**config.mk**
```make
export PLATFORM = sky130hd
export DESIGN_NAME = lutram_fifo_flat
export DESIGN_NICKNAME = d
export VERILOG_FILES = /design/src/rtl/lutram_fifo_if.sv /design/src/rtl/lutram_fifo.sv /design/src/flat_wrapper.sv
export SDC_FILE = /design/constraint.sdc
export NUM_CORES = 1
export LEC_CHECK = 0
export BUFFER_PORTS_ARGS = -buffer_cell sky130_fd_sc_hd__buf_2
export CORE_ASPECT_RATIO = 0.8
export CORE_UTILIZATION = 60
export DETAILED_ROUTE_END_ITERATION = 10
export PLACE_DENSITY_LB_ADDON = 0.3
export SETUP_SLACK_MARGIN = 0.4
export SYNTH_ARGS = -nofsm -noshare
export SYNTH_HDL_FRONTEND = slang
export SYNTH_SLANG_ARGS = --single-unit
```
**constraint.sdc**
```tcl
create_clock -name clk -period 4.25 [get_ports clk]
set_input_delay 0.425 -clock clk [delete_from_list [all_inputs] [get_ports clk]]
set_output_delay 0.425 -clock clk [all_outputs]
set_load 0.02 [all_outputs]
```
**src/rtl/lutram_fifo_if.sv**
```systemverilog
`default_nettype none
// +----------------------------------------------------------------------------+
// | lutram_fifo_if                                                             |
// | Push/pop handshake and status bundle for the 64-entry distributed-RAM FIFO |
// | Revision: 1.0                                                              |
// +----------------------------------------------------------------------------+
interface lutram_fifo_if #(
  parameter int WIDTH = 8
);
  logic [WIDTH-1:0] wrdata;
  logic             wren;
  logic             full;
  logic             almost_full;
  logic [WIDTH-1:0] rddata;
  logic             rden;
  logic             empty;
  logic [6:0]       count;
  logic             overflow;
  logic             underflow;

  // The master is the producer/consumer pair driving the FIFO.
  modport master (
    output wrdata, wren, rden,
    input  full, almost_full, rddata, empty, count, overflow, underflow
  );

  modport slave (
    input  wrdata, wren, rden,
    output full, almost_full, rddata, empty, count, overflow, underflow
  );
endinterface
`default_nettype wire

```
**src/rtl/lutram_fifo.sv**
```systemverilog
`default_nettype none
// +----------------------------------------------------------------------------+
// | lutram_fifo                                                                |
// | 64-entry first-word-fall-through FIFO on per-bit 64x1 distributed RAMs     |
// | Revision: 1.0                                                              |
// +----------------------------------------------------------------------------+

// 64x1 dual-port distributed RAM: port A is synchronous write plus async read,
// port B is async read only.
module lutram_64x1d (
  input  logic       clk,
  input  logic       we_i,
  input  logic [5:0] addr_a_i,
  input  logic       d_i,
  output logic       dout_a_o,
  input  logic [5:0] addr_b_i,
  output logic       dout_b_o
);
  logic [63:0] mem_q;

  always_ff @(posedge clk) begin
    if (we_i) begin
      mem_q[addr_a_i] <= d_i;
    end
  end

  assign dout_a_o = mem_q[addr_a_i];
  assign dout_b_o = mem_q[addr_b_i];
endmodule

module lutram_fifo #(
  parameter int WIDTH       = 8,
  parameter int AFULL_LEVEL = 48
) (
  input  logic         clk,
  input  logic         reset,
  lutram_fifo_if.slave fifo
);
  localparam logic [6:0] c_DEPTH = 7'd64;
  localparam logic [6:0] c_AFULL = 7'(AFULL_LEVEL);

  logic [5:0] wr_ptr_q, wr_ptr_d;
  logic [5:0] rd_ptr_q, rd_ptr_d;
  logic [6:0] count_q, count_d;
  logic       overflow_q, overflow_d;
  logic       underflow_q, underflow_d;

  logic       w_full;
  logic       w_empty;
  logic       w_push_ok;
  logic       w_pop_ok;
  logic       w_ram_we;
  logic [WIDTH-1:0] w_rd_word;
  logic [WIDTH-1:0] w_ram_a_unused;

  assign w_full    = (count_q == c_DEPTH);
  assign w_empty   = (count_q == 7'd0);
  // Each end is gated only by its own boundary, never by the other end's request.
  assign w_push_ok = fifo.wren & ~w_full;
  assign w_pop_ok  = fifo.rden & ~w_empty;
  assign w_ram_we  = w_push_ok & ~reset;

  always_comb begin
    wr_ptr_d    = wr_ptr_q;
    rd_ptr_d    = rd_ptr_q;
    count_d     = count_q;
    overflow_d  = overflow_q | (fifo.wren & w_full);
    underflow_d = underflow_q | (fifo.rden & w_empty);

    if (w_push_ok) begin
      wr_ptr_d = wr_ptr_q + 6'd1;
    end
    if (w_pop_ok) begin
      rd_ptr_d = rd_ptr_q + 6'd1;
    end

    case ({w_push_ok, w_pop_ok})
      2'b10:   count_d = count_q + 7'd1;
      2'b01:   count_d = count_q - 7'd1;
      default: count_d = count_q;
    endcase
  end

  always_ff @(posedge clk) begin
    if (reset) begin
      wr_ptr_q    <= 6'd0;
      rd_ptr_q    <= 6'd0;
      count_q     <= 7'd0;
      overflow_q  <= 1'b0;
      underflow_q <= 1'b0;
    end else begin
      wr_ptr_q    <= wr_ptr_d;
      rd_ptr_q    <= rd_ptr_d;
      count_q     <= count_d;
      overflow_q  <= overflow_d;
      underflow_q <= underflow_d;
    end
  end

  generate
    for (genvar gi = 0; gi < WIDTH; gi++) begin : g_bit
      lutram_64x1d u_ram (
        .clk      (clk),
        .we_i     (w_ram_we),
        .addr_a_i (wr_ptr_q),
        .d_i      (fifo.wrdata[gi]),
        .dout_a_o (w_ram_a_unused[gi]),
        .addr_b_i (rd_ptr_q),
        .dout_b_o (w_rd_word[gi])
      );
    end
  endgenerate

  assign fifo.rddata      = w_rd_word;
  assign fifo.full        = w_full;
  assign fifo.empty       = w_empty;
  assign fifo.almost_full = (count_q >= c_AFULL);
  assign fifo.count       = count_q;
  assign fifo.overflow    = overflow_q;
  assign fifo.underflow   = underflow_q;
endmodule
`default_nettype wire

```
**src/flat_wrapper.sv**
```systemverilog
// flat-port wrapper written by rule: the top's interface ports become plain ports
module lutram_fifo_flat 
#(
  parameter int WIDTH       = 8,
  parameter int AFULL_LEVEL = 48
)
  (clk, reset, fifo_wrdata, fifo_wren, fifo_rden, fifo_full, fifo_almost_full, fifo_rddata, fifo_empty, fifo_count, fifo_overflow, fifo_underflow);
  lutram_fifo_if #(.WIDTH(WIDTH)) fifo_i ();
  input  logic clk;
  input  logic reset;
  input wire logic [$bits(fifo_i.wrdata)-1:0] fifo_wrdata;
  input wire logic [$bits(fifo_i.wren)-1:0] fifo_wren;
  input wire logic [$bits(fifo_i.rden)-1:0] fifo_rden;
  output wire logic [$bits(fifo_i.full)-1:0] fifo_full;
  output wire logic [$bits(fifo_i.almost_full)-1:0] fifo_almost_full;
  output wire logic [$bits(fifo_i.rddata)-1:0] fifo_rddata;
  output wire logic [$bits(fifo_i.empty)-1:0] fifo_empty;
  output wire logic [$bits(fifo_i.count)-1:0] fifo_count;
  output wire logic [$bits(fifo_i.overflow)-1:0] fifo_overflow;
  output wire logic [$bits(fifo_i.underflow)-1:0] fifo_underflow;
  assign fifo_i.wrdata = fifo_wrdata;
  assign fifo_i.wren = fifo_wren;
  assign fifo_i.rden = fifo_rden;
  assign fifo_full = fifo_i.full;
  assign fifo_almost_full = fifo_i.almost_full;
  assign fifo_rddata = fifo_i.rddata;
  assign fifo_empty = fifo_i.empty;
  assign fifo_count = fifo_i.count;
  assign fifo_overflow = fifo_i.overflow;
  assign fifo_underflow = fifo_i.underflow;
  lutram_fifo #(.WIDTH(WIDTH), .AFULL_LEVEL(AFULL_LEVEL)) u_core (.clk(clk), .reset(reset), .fifo(fifo_i));
endmodule
```
; ---- Word level (Yosys, flattened, before mapping)
; Index checks and enable logic that the tools add are counted.
[totals]
inputBits = 12
output_inout_bits = 20
regBits = 533
word_cells = 64
[classes]
n_eq_ne = 3
reduce_logical = 3
muxes = 27
order_cmp = 4
bitwise = 10
add_sub_neg = 4
[op_table]
columns = cell, n
row1 = bitwise mux 64 bit, 8
row2 = binary-select mux 1 bit (select 6 bit), 8
row3 = < comparator 6 x 7 -> 1 bit (second input constant), 2
row4 = one-hot mux 7 bit (2 select lines), 1
row5 = adder 6 x 1 -> 6 bit (second input constant), 2
row6 = 2-to-1 mux 1 bit, 9
row7 = adder 7 x 1 -> 7 bit (second input constant), 1
row8 = == test 7 bit (second input constant), 1
row9 = greater-or-equal comparator 7 x 6 -> 1 bit (second input constant), 1
row10 = logical NOT 7 bit, 1
row11 = subtractor 7 x 1 -> 7 bit (second input constant), 1
row12 = demux 1 bit (select 6 bit), 1
row13 = greater-or-equal comparator 6 x 1 -> 1 bit (second input constant), 1
row14 = bitwise AND 1 bit, 5
row15 = NOT 1 bit, 3
row16 = == test 2 x 1 -> 1 bit (second input constant), 1
row17 = == test 2 bit (second input constant), 1
row18 = bitwise OR 1 bit, 2
row19 = nonzero test 2 bit, 1
row20 = logical AND 1 bit, 1

; ---- Longest topological paths before layout
; Gate-level depths: netlist of the first run.
[depth]
word_depth = 5
mapped_depth = 14
ltp_nobuf = 11

; ---- Hierarchy
; Synthesis of the first run repeated with hierarchy kept, for this count alone.
[hier_totals]
hier_cells = 1997
area_unflattened_um2 = 28071.9
[by_module_without_submodules]
columns = mod, seq_area_each_um2, cells_per_inst, n_inst, area_each_um2
row1 = lutram_64x1d, 1921.8, 233, 8, 3362.0
row2 = lutram_fifo, 420.4, 133, 1, 1176.1

; ---- Least setup slack after synthesis of the first run
; No wires, ideal clock.
[synth_path]
kind = flip-flop to flip-flop
start = register u_core.count_q[3], in the netlist u_core.fifo.count[3]
end = register u_core.count_q[4], in the netlist u_core.fifo.count[4]
path_buffers = 3
t_required_ps = 4118
arrival_ps = 3125
setup_time_ps = 132
stages_incl_launch_ff = 14
period_less_slack_ps = 3257
slack_ps = 993
path_cell_list = dfxtp_1 > buf_2 > or4_1 > o41a_1 > buf_6 > ha_1 > buf_1 > xor2_1 > ha_1 > a21oi_1 > o21ai_0 > a222oi_1 > or3_1 > a21oi_1
[synth_between]
elab_chain_len = 5
elab_cells_between_ends = 12
classes_between = add/sub: 2 / eq/ne: 3 / mux: 1 / bitwise: 4 / reduce/logical: 2
[synth_rtl]
columns = item, line_no
row1 = from (decl), lutram_fifo.sv:44  ; logic [6:0] count_q, count_d;
row2 = from (signal assigned), lutram_fifo.sv:94  ; count_q <= count_d;
row3 = logical NOT 7 bit (*), lutram_fifo.sv:57  ; assign w_empty = (count_q == 7'd0);
row4 = NOT 1 bit (*), lutram_fifo.sv:60  ; assign w_pop_ok = fifo.rden & ~w_empty;
row5 = bitwise AND 1 bit (*), lutram_fifo.sv:60
row6 = via u_core.w_pop_ok, lutram_fifo.sv:51  ; logic w_pop_ok;
row7 = == test 2 x 1 -> 1 bit or == test 2 bit (tied branches), lutram_fifo.sv:77  ; case ({w_push_ok, w_pop_ok})
row8 = one-hot mux 7 bit (2 select lines) or nonzero test 2 bit (tied branches), n/a
; Mark *: on every way through the listed nets, which the timed path passes. The rest lies on a longest branch.
; A chain may end at the register's enable or synchronous reset.

; ---- Final worst setup path of the first run
[layout_path]
start = register u_core.rd_ptr_q[2]
end = output port fifo_rddata[1]
[layout_between]
elab_chain_len = 2
[layout_rtl]
columns = item, line_no
row1 = from (decl), lutram_fifo.sv:43  ; logic [5:0] rd_ptr_q, rd_ptr_d;
row2 = from (signal assigned), lutram_fifo.sv:93  ; rd_ptr_q <= rd_ptr_d;
row3 = binary-select mux 1 bit (select 6 bit), lutram_fifo.sv:28  ; assign dout_b_o = mem_q[addr_b_i];
row4 = 2-to-1 mux 1 bit (implied by the code), lutram_fifo.sv:28
row5 = to (decl), flat_wrapper.sv:16  ; output wire logic [$bits(fifo_i.rddata)-1:0] fifo_rddata;
; No other way between the ends. The select of a mux whose other input is x is not followed.

==> results of run 1 <==
==> power by group <==
group	switching (mW)	total, mW	internal, mW
Combinational	1.12	1.98	0.859
Clock	1.81	3.98	2.18
Sequential	0.167	5.99	5.82
==> routing by layer <==
metal / track usage, % / wire length (um) / vias up
met5: 0 / 0 / -
met4: 7.976 / 1212 / 0
met3: 8.415 / 5273 / 80
met2: 40.15 / 21450 / 603
met1: 38.59 / 19380 / 5660
li1: - / - / 4656
==> worst reg2reg max path, delay by kind of cell, from the launching register on <==
family	cells	cell delay, ns
DFF	1	0.42
adders and majority gates	2	0.67
AOI/OAI and AO/OA	6	1.58
and+or+nand+nor	1	0.62
xor gates and xnor gates	1	0.21
==> registers in the layout (all words and copies together) (netlist names) <==
signal	count
u_core.g_bit.u_ram.mem_q	512
u_core.fifo.count	7
u_core.rd_ptr_q	6
u_core.wr_ptr_q	6
u_core.fifo.overflow	1
u_core.fifo.underflow	1
==> stage by stage <==
| stage | util, % | hold slack (ns) | area (sq um) | setup WS [ns] | power (mW) |
|---|---|---|---|---|---|
| global route | 66.79 | 0.1349 | 23240 | 0.4184 | 12.30 |
| detailed placement | 62.51 | 0.4562 | 21760 | 0.7706 | 8.024 |
| CTS | 66.70 | 0.1203 | 23210 | 0.3050 | 11.96 |
| global placement | 62.51 | 0.4508 | 21760 | 0.9150 | 7.990 |
| finish | 66.79 | 0.1441 | 23240 | 0.4246 | 11.95 |
| floorplan | - | 0.5058 | 21260 | 0.9926 | 7.534 |
==> cell usage in the layout, fill, tap and decap left out, drive strengths merged, types with 3 or more instances in the layout <==
cell type  netlist  final
a21oi           18     18
a21o             3      3
dfxtp           21     21
nor2b            7      7
a211oi          13     13
nand2           16     16
edfxtp         512    512
nor2           107    107
ha               5      5
inv              4      4
mux4            87     87
or3              4      4
nand4            3      3
o221ai           7      7
or3b             3      3
nor3             3      3
clkbuf          25     65
a22oi            7      7
o22ai           20     20
o211ai           6      6
nand3b           6      6
and3             6      6
a221oi          11     11
a2111oi         17     17
buf             52     61
o21ai           16     16
mux2i           99     99
xor2             8      8
xnor2            5      5
a22o             7      7
nand3           10     10
nand2b          10     10
clkinv           0     19
==> logic make-up (layout without fill, tap and decap cells) <==
group | after synthesis | count (layout)
flip-flops | 533 | 533
XOR/XNOR | 13 | 13
multiplexers | 188 | 188
buffers and inverters | 81 | 151
adder cells (fa/ha/maj) | 5 | 5
AND/OR/NAND/NOR | 182 | 182
AO/OA/AOI/OAI | 131 | 131
==> final cells by class <==
type                    count  area [sq um]
well taps                 472         590.6
fillers                  2285         11560
inverters                   4         15.01
clock inverters            21         120.1
multi-input cells         519          4964
clock buffers              65          1286
flip-flops and latches    533         15810
repair buffers             61         462.9
==> how the worst max path moves through the flow <==
stage | start | endpoint | depth (start not counted)
global placement | u_core.fifo.count[2] | u_core.fifo.count[4] | 10
finish | u_core.rd_ptr_q[2] | fifo_rddata[1] | 7
global route | u_core.rd_ptr_q[2] | fifo_rddata[5] | 7
CTS | u_core.rd_ptr_q[1] | fifo_rddata[4] | 7
detailed placement | u_core.fifo.count[2] | u_core.fifo.count[4] | 10
floorplan | u_core.fifo.count[3] | u_core.fifo.count[4] | 13
==> what timing repair did <==
| action | CTS | global route |
|---|---|---|
| pin swaps | 1 | 0 |
| resized for setup | 1 | 1 |
| buffers inserted | 5 | 1 |
| setup endpoints to repair | 6 | 3 |
==> impl_metrics.csv, run 1 <==
group,metric,value,unit
synth,ys_seq_area_share,74.30,%
worst_setup_path,slowest_stage,"dfxtp_2",
synth,avgSynthCellArea,18.76,sq um
worst_setup_path,rrSetupSlack,0.68,ns
final_layout,drive_above_1_share,18.37,%
final_layout,finalNonFillerCells,1675,
detailed_routing,vias,10999,
worst_setup_path,r2r_end,"u_core.fifo.count[4]",
placement,gp_congestion,0.8928,
detailed_routing,wl_per_cell,28.25,um
floorplanning,die_w,212.5,um
timing,setup_tns,0,ns
min_path,hold_depth,3,
synth,synthTopCellsByArea,"edfxtp_1 (72%), mux4_2 (9.2%), mux2i_1 (4.7%)",
worst_setup_path,crit_chain,"buf_12 -> mux4_2 -> mux2i_1 -> nor2_1 -> a2111oi_0 -> a211oi_1 -> buf_2",
worst_setup_path,path_max_fanout,31,
timing,slew_violations,0,
clocking,cts_hold_buf,0,
detailed_routing,viasPerCell,6.567,
power_and_ir_drop,p_leak,7.068,nW
power_and_ir_drop,power_density,514.1,mW/mm^2
timing,hold_violations,0,
floorplanning,design.die.area,0.03619,sq mm
clocking,cts_htree_levels,2,
detailed_routing,dr.pass1.iters,7,
floorplanning,initial_utilization,61.08,%
clocking,tritoncts,"done",
detailed_routing,drc_errors,0,
power_and_ir_drop,vdd.ir_drop.worst,0.4866,mV
worst_setup_path,critPathMaxStageDelay,0.86,ns
timing,fmax,261.4,MHz
synth,ys_warn_count,0,
detailed_routing,drt_wl_total,47.32,mm
synth,muxShareOfSynthArea,13.98,%
job,max_cap_violations,0,
global_routing,grt_start_max_net_pins,65,
synth,yosys.area.top_type_share,72.32,%
synth,synth_top_area_cell,"edfxtp_1",
synth,synth_compound_area_share,4.585,%
worst_setup_path,startpoint_type,"flip-flop",
min_path,min_to,"u_core.fifo.underflow",
timing,fin_skew,0.01403,ns
placement,dp_cells,1583,
clocking,cts_buffers,49,
floorplanning,coreArea,0.03480,sq mm
placement,hpwlAfterDp,28.66,mm
synth,syn_area,0.02126,sq mm
clocking,root_buffer,"clkbuf_16",
detailed_routing,postRouteAntennaNets,0,
placement,portBuffers,31,
clocking,clk_latency,0.56,ns
synth,synth_xor_area_share,0.5356,%
final_layout,nets,1185,
timing,rsz0062_at_grt,"no",
synth,synth_cell_type_count,54,
worst_setup_path,crit_type,"flip-flop to primary output",
floorplanning,fp.dieH,170.4,um
timing,min_period,3.825,ns
detailed_routing,drt_iter0_drc,1416,
global_routing,overflow,0,
run_status,status,"finished, final reports clean",
final_layout,syn_to_final_growth,9.334,%
synth,syn_inst,1133,
worst_setup_path,path_delay_family,"flip-flops",
timing,tightest_slew,1.271,ns
floorplanning,fp-row-count,61,
final_layout,antenna_cells,0,
timing,relSlewSlack,15.25,%
worst_setup_path,r2r.worst_path.cells,10,
worst_setup_path,cp.arrival,3.40,ns
timing,period_share,90.01,%
worst_setup_path,end_kind,"primary output",
synth,synth-simple-area-share,3.937,%
synth,synthMostInstantiatedCell,"edfxtp_1",
min_path,hold_class,"primary input to flip-flop",
global_routing,antenna_found_initial,0,
worst_setup_path,r2r_start,"u_core.fifo.count[2]",
synth,synthAdderAreaFrac,0.2943,%
synth,yosys-top-cells-count,"edfxtp_1 (512), nor2_1 (107), mux2i_1 (99), mux4_2 (87), clkbuf_1 (24)",
clocking,clk_pin_slew,0.06,ns
global_routing,grt_use_total,26.96,%
timing,setup_viol,0,
worst_setup_path,cp_num_buf_inv,2,
synth,synth_flop_cell,"edfxtp_1",
clocking,clockBufferDepth,3,
floorplanning,num_io_pins,32,
global_routing,grt_pass1_vias,10863,
synth,synth_edf_count,512,
synth,syn_nets,1150,
global_routing,grt_pass1_wl,69.72,mm
synth,synthArstFlopShare,0,%
worst_setup_path,cp.required,3.83,ns
synth,ys_seq_elements,533,
clocking,clock-sinks,533,
min_path,worstHoldStart,"fifo_rden",
synth,synth_top_family_by_area,"multiplexers",
No activity file was read; power rests on OpenSTA's default activity.
==> run 2: changes to the inputs <==
- CORE_UTILIZATION: 60 -> 62
==> run 2 against run 1 <==
Design area rose by 0.31%. Via count rose by 1.4%. Highest routed layer is now met5. Core utilization rose by 2.4 points. Clock skew rose by 0.014 ns. First-iteration DRC count fell by 2.0%. Die area fell by 3.2%. Largest power group unchanged.
==> impl_metrics.csv, run 2 (synthesis results as in run 1) <==
group,metric,value,unit
final_layout,antenna_cells,0,
power_and_ir_drop,power,12.24,mW
job,max_cap_violations,0,
floorplanning,initial_utilization,63.07,%
placement,post-place-ws,0.8729,ns
min_path,worstHoldStart,"fifo_wren",
clocking,clock-sinks,533,
timing,fin_skew,0.02824,ns
run_status,status,"finished, final reports clean",
power_and_ir_drop,vdd.ir_drop.worst,0.3925,mV
global_routing,grt_start_max_net_pins,65,
floorplanning,num_io_pins,32,
worst_setup_path,path_max_fanout,34,
timing,setup_viol,0,
timing,fin_ws,0.4868,ns
clocking,clockBufferDepth,3,
floorplanning,die_w,209.0,um
worst_setup_path,startpoint_type,"flip-flop",
timing,tightest_slew,1.296,ns
detailed_routing,postRouteAntennaNets,0,
placement,hpwlAfterDp,28.10,mm
detailed_routing,drc_errors,0,
worst_setup_path,end_kind,"primary output",
worst_setup_path,r2r.worst_path.cells,10,
placement,placed_area,0.02171,sq mm
global_routing,grt_pass1_vias,10575,
worst_setup_path,path_delay_family,"compound AO/OA/AOI/OAI gates",
timing,fmax,265.7,MHz
power_and_ir_drop,power_density,525.2,mW/mm^2
final_layout,drive_above_1_share,19.17,%
final_layout,syn_to_final_growth,9.670,%
timing,rsz0062_at_grt,"no",
final_layout,nets,1186,
worst_setup_path,crit_type,"flip-flop to primary output",
worst_setup_path,cp_num_buf_inv,2,
worst_setup_path,critPathLaunch,"u_core.rd_ptr_q[1]",
clocking,cts_hold_buf,0,
placement,dp_cells,1549,
detailed_routing,vias,11153,
floorplanning,coreArea,0.03371,sq mm
worst_setup_path,crit_chain,"nand3b_1 -> buf_4 -> nor2_1 -> a2111oi_0 -> a22o_1 -> a211oi_1 -> buf_2",
clocking,root_buffer,"clkbuf_16",
detailed_routing,viasPerCell,6.784,
timing,hold_slack,0.1128,ns
final_layout,final_cell_mix,"edfxtp_1 (512), nor2_1 (107), mux2i_1 (99), mux4_2 (87), clkbuf_16 (51)",
power_and_ir_drop,p_leak,7.151,nW
timing,relSlewSlack,13.63,%
timing,hold_violations,0,
clocking,cts_htree_levels,2,
clocking,clk_latency,0.58,ns
clocking,clk_pin_slew,0.06,ns
timing,slew_violations,0,
final_layout,final_common_cell,"edfxtp_1",
detailed_routing,dr.pass1.iters,7,
global_routing,overflow,0,
timing,period_share,88.55,%
floorplanning,fp-row-count,60,
worst_setup_path,slowest_stage,"dfxtp_4",
timing,setup_tns,0,ns
floorplanning,design.die.area,0.03504,sq mm
min_path,hold_class,"primary input to flip-flop",
timing,min_period,3.763,ns
floorplanning,fp.dieH,167.6,um
worst_setup_path,cp.required,3.83,ns
worst_setup_path,cp.arrival,3.34,ns
global_routing,grt_pass1_wl,69.90,mm
final_layout,largest_reg_flops,512,
min_path,hold_depth,3,
detailed_routing,drt_wl_total,47.33,mm
detailed_routing,drt_iter0_drc,1388,
placement,gp_congestion,0.8838,
placement,portBuffers,31,
final_layout,finalNonFillerCells,1644,
final_layout,post-route-util,69.17,%
worst_setup_path,critPathMaxStageDelay,0.73,ns
global_routing,antenna_found_initial,1,
worst_setup_path,critical_path_depth,7,
clocking,tritoncts,"done",
clocking,cts_buffers,50,
global_routing,grt_use_total,27.60,%
final_layout,fill_cells,2100,
final_layout,top_register,"u_core.g_bit.u_ram.mem_q",
worst_setup_path,r2r_start,"u_core.fifo.count[2]",
final_layout,design_area,0.02331,sq mm
detailed_routing,wl_per_cell,28.79,um
run 2: repair_timing:
action | 4_1_cts | 5_1_grt
gates cloned | 0 | 0
endpoints found under the setup margin | 2 | 1
setup buffers | 2 | 0
resized for setup | 0 | 1
run 2: final timing paths:
path	endpoint	slack, ns
min reg2reg	u_core.fifo.underflow	0.47
max reg2reg	u_core.fifo.count[4]	0.83
min	u_core.fifo.overflow	0.11
max	fifo_rddata[1]	0.49
run 2: report_power, final:
part	switching (mW)	internal, mW
Sequential	0.160	5.82
Combinational	1.12	0.850
Clock	1.87	2.42
Total	3.15	9.09
run 2: layer usage:
layer  vias to the layer above  track usage, %  wire length [um]
li1                       4666               -                 -
met1                      5695           43.94             19790
met2                       733           40.14             21270
met3                        57           5.420              5449
met4                         2           5.914               811
met5                         -               0                10
run 2: final cells by class:
| class | count | area, sq um | share of cell area [%] |
|---|---|---|---|
| clock buffer | 67 | 1356 | 5.817 |
| clock inverter | 26 | 200.2 | 0.8586 |
| inverter | 4 | 15.01 | 0.06440 |
| multi-input combinational | 519 | 4962 | 21.28 |
| sequential | 533 | 15810 | 67.79 |
| tap | 434 | 543.0 | 2.329 |
| timing repair buffer | 61 | 432.9 | 1.857 |
run 2: worst min-delay path: stages:
cell and delay (ns):
buf_2 0.09, a21oi_1 0.05, nor2_1 0.07
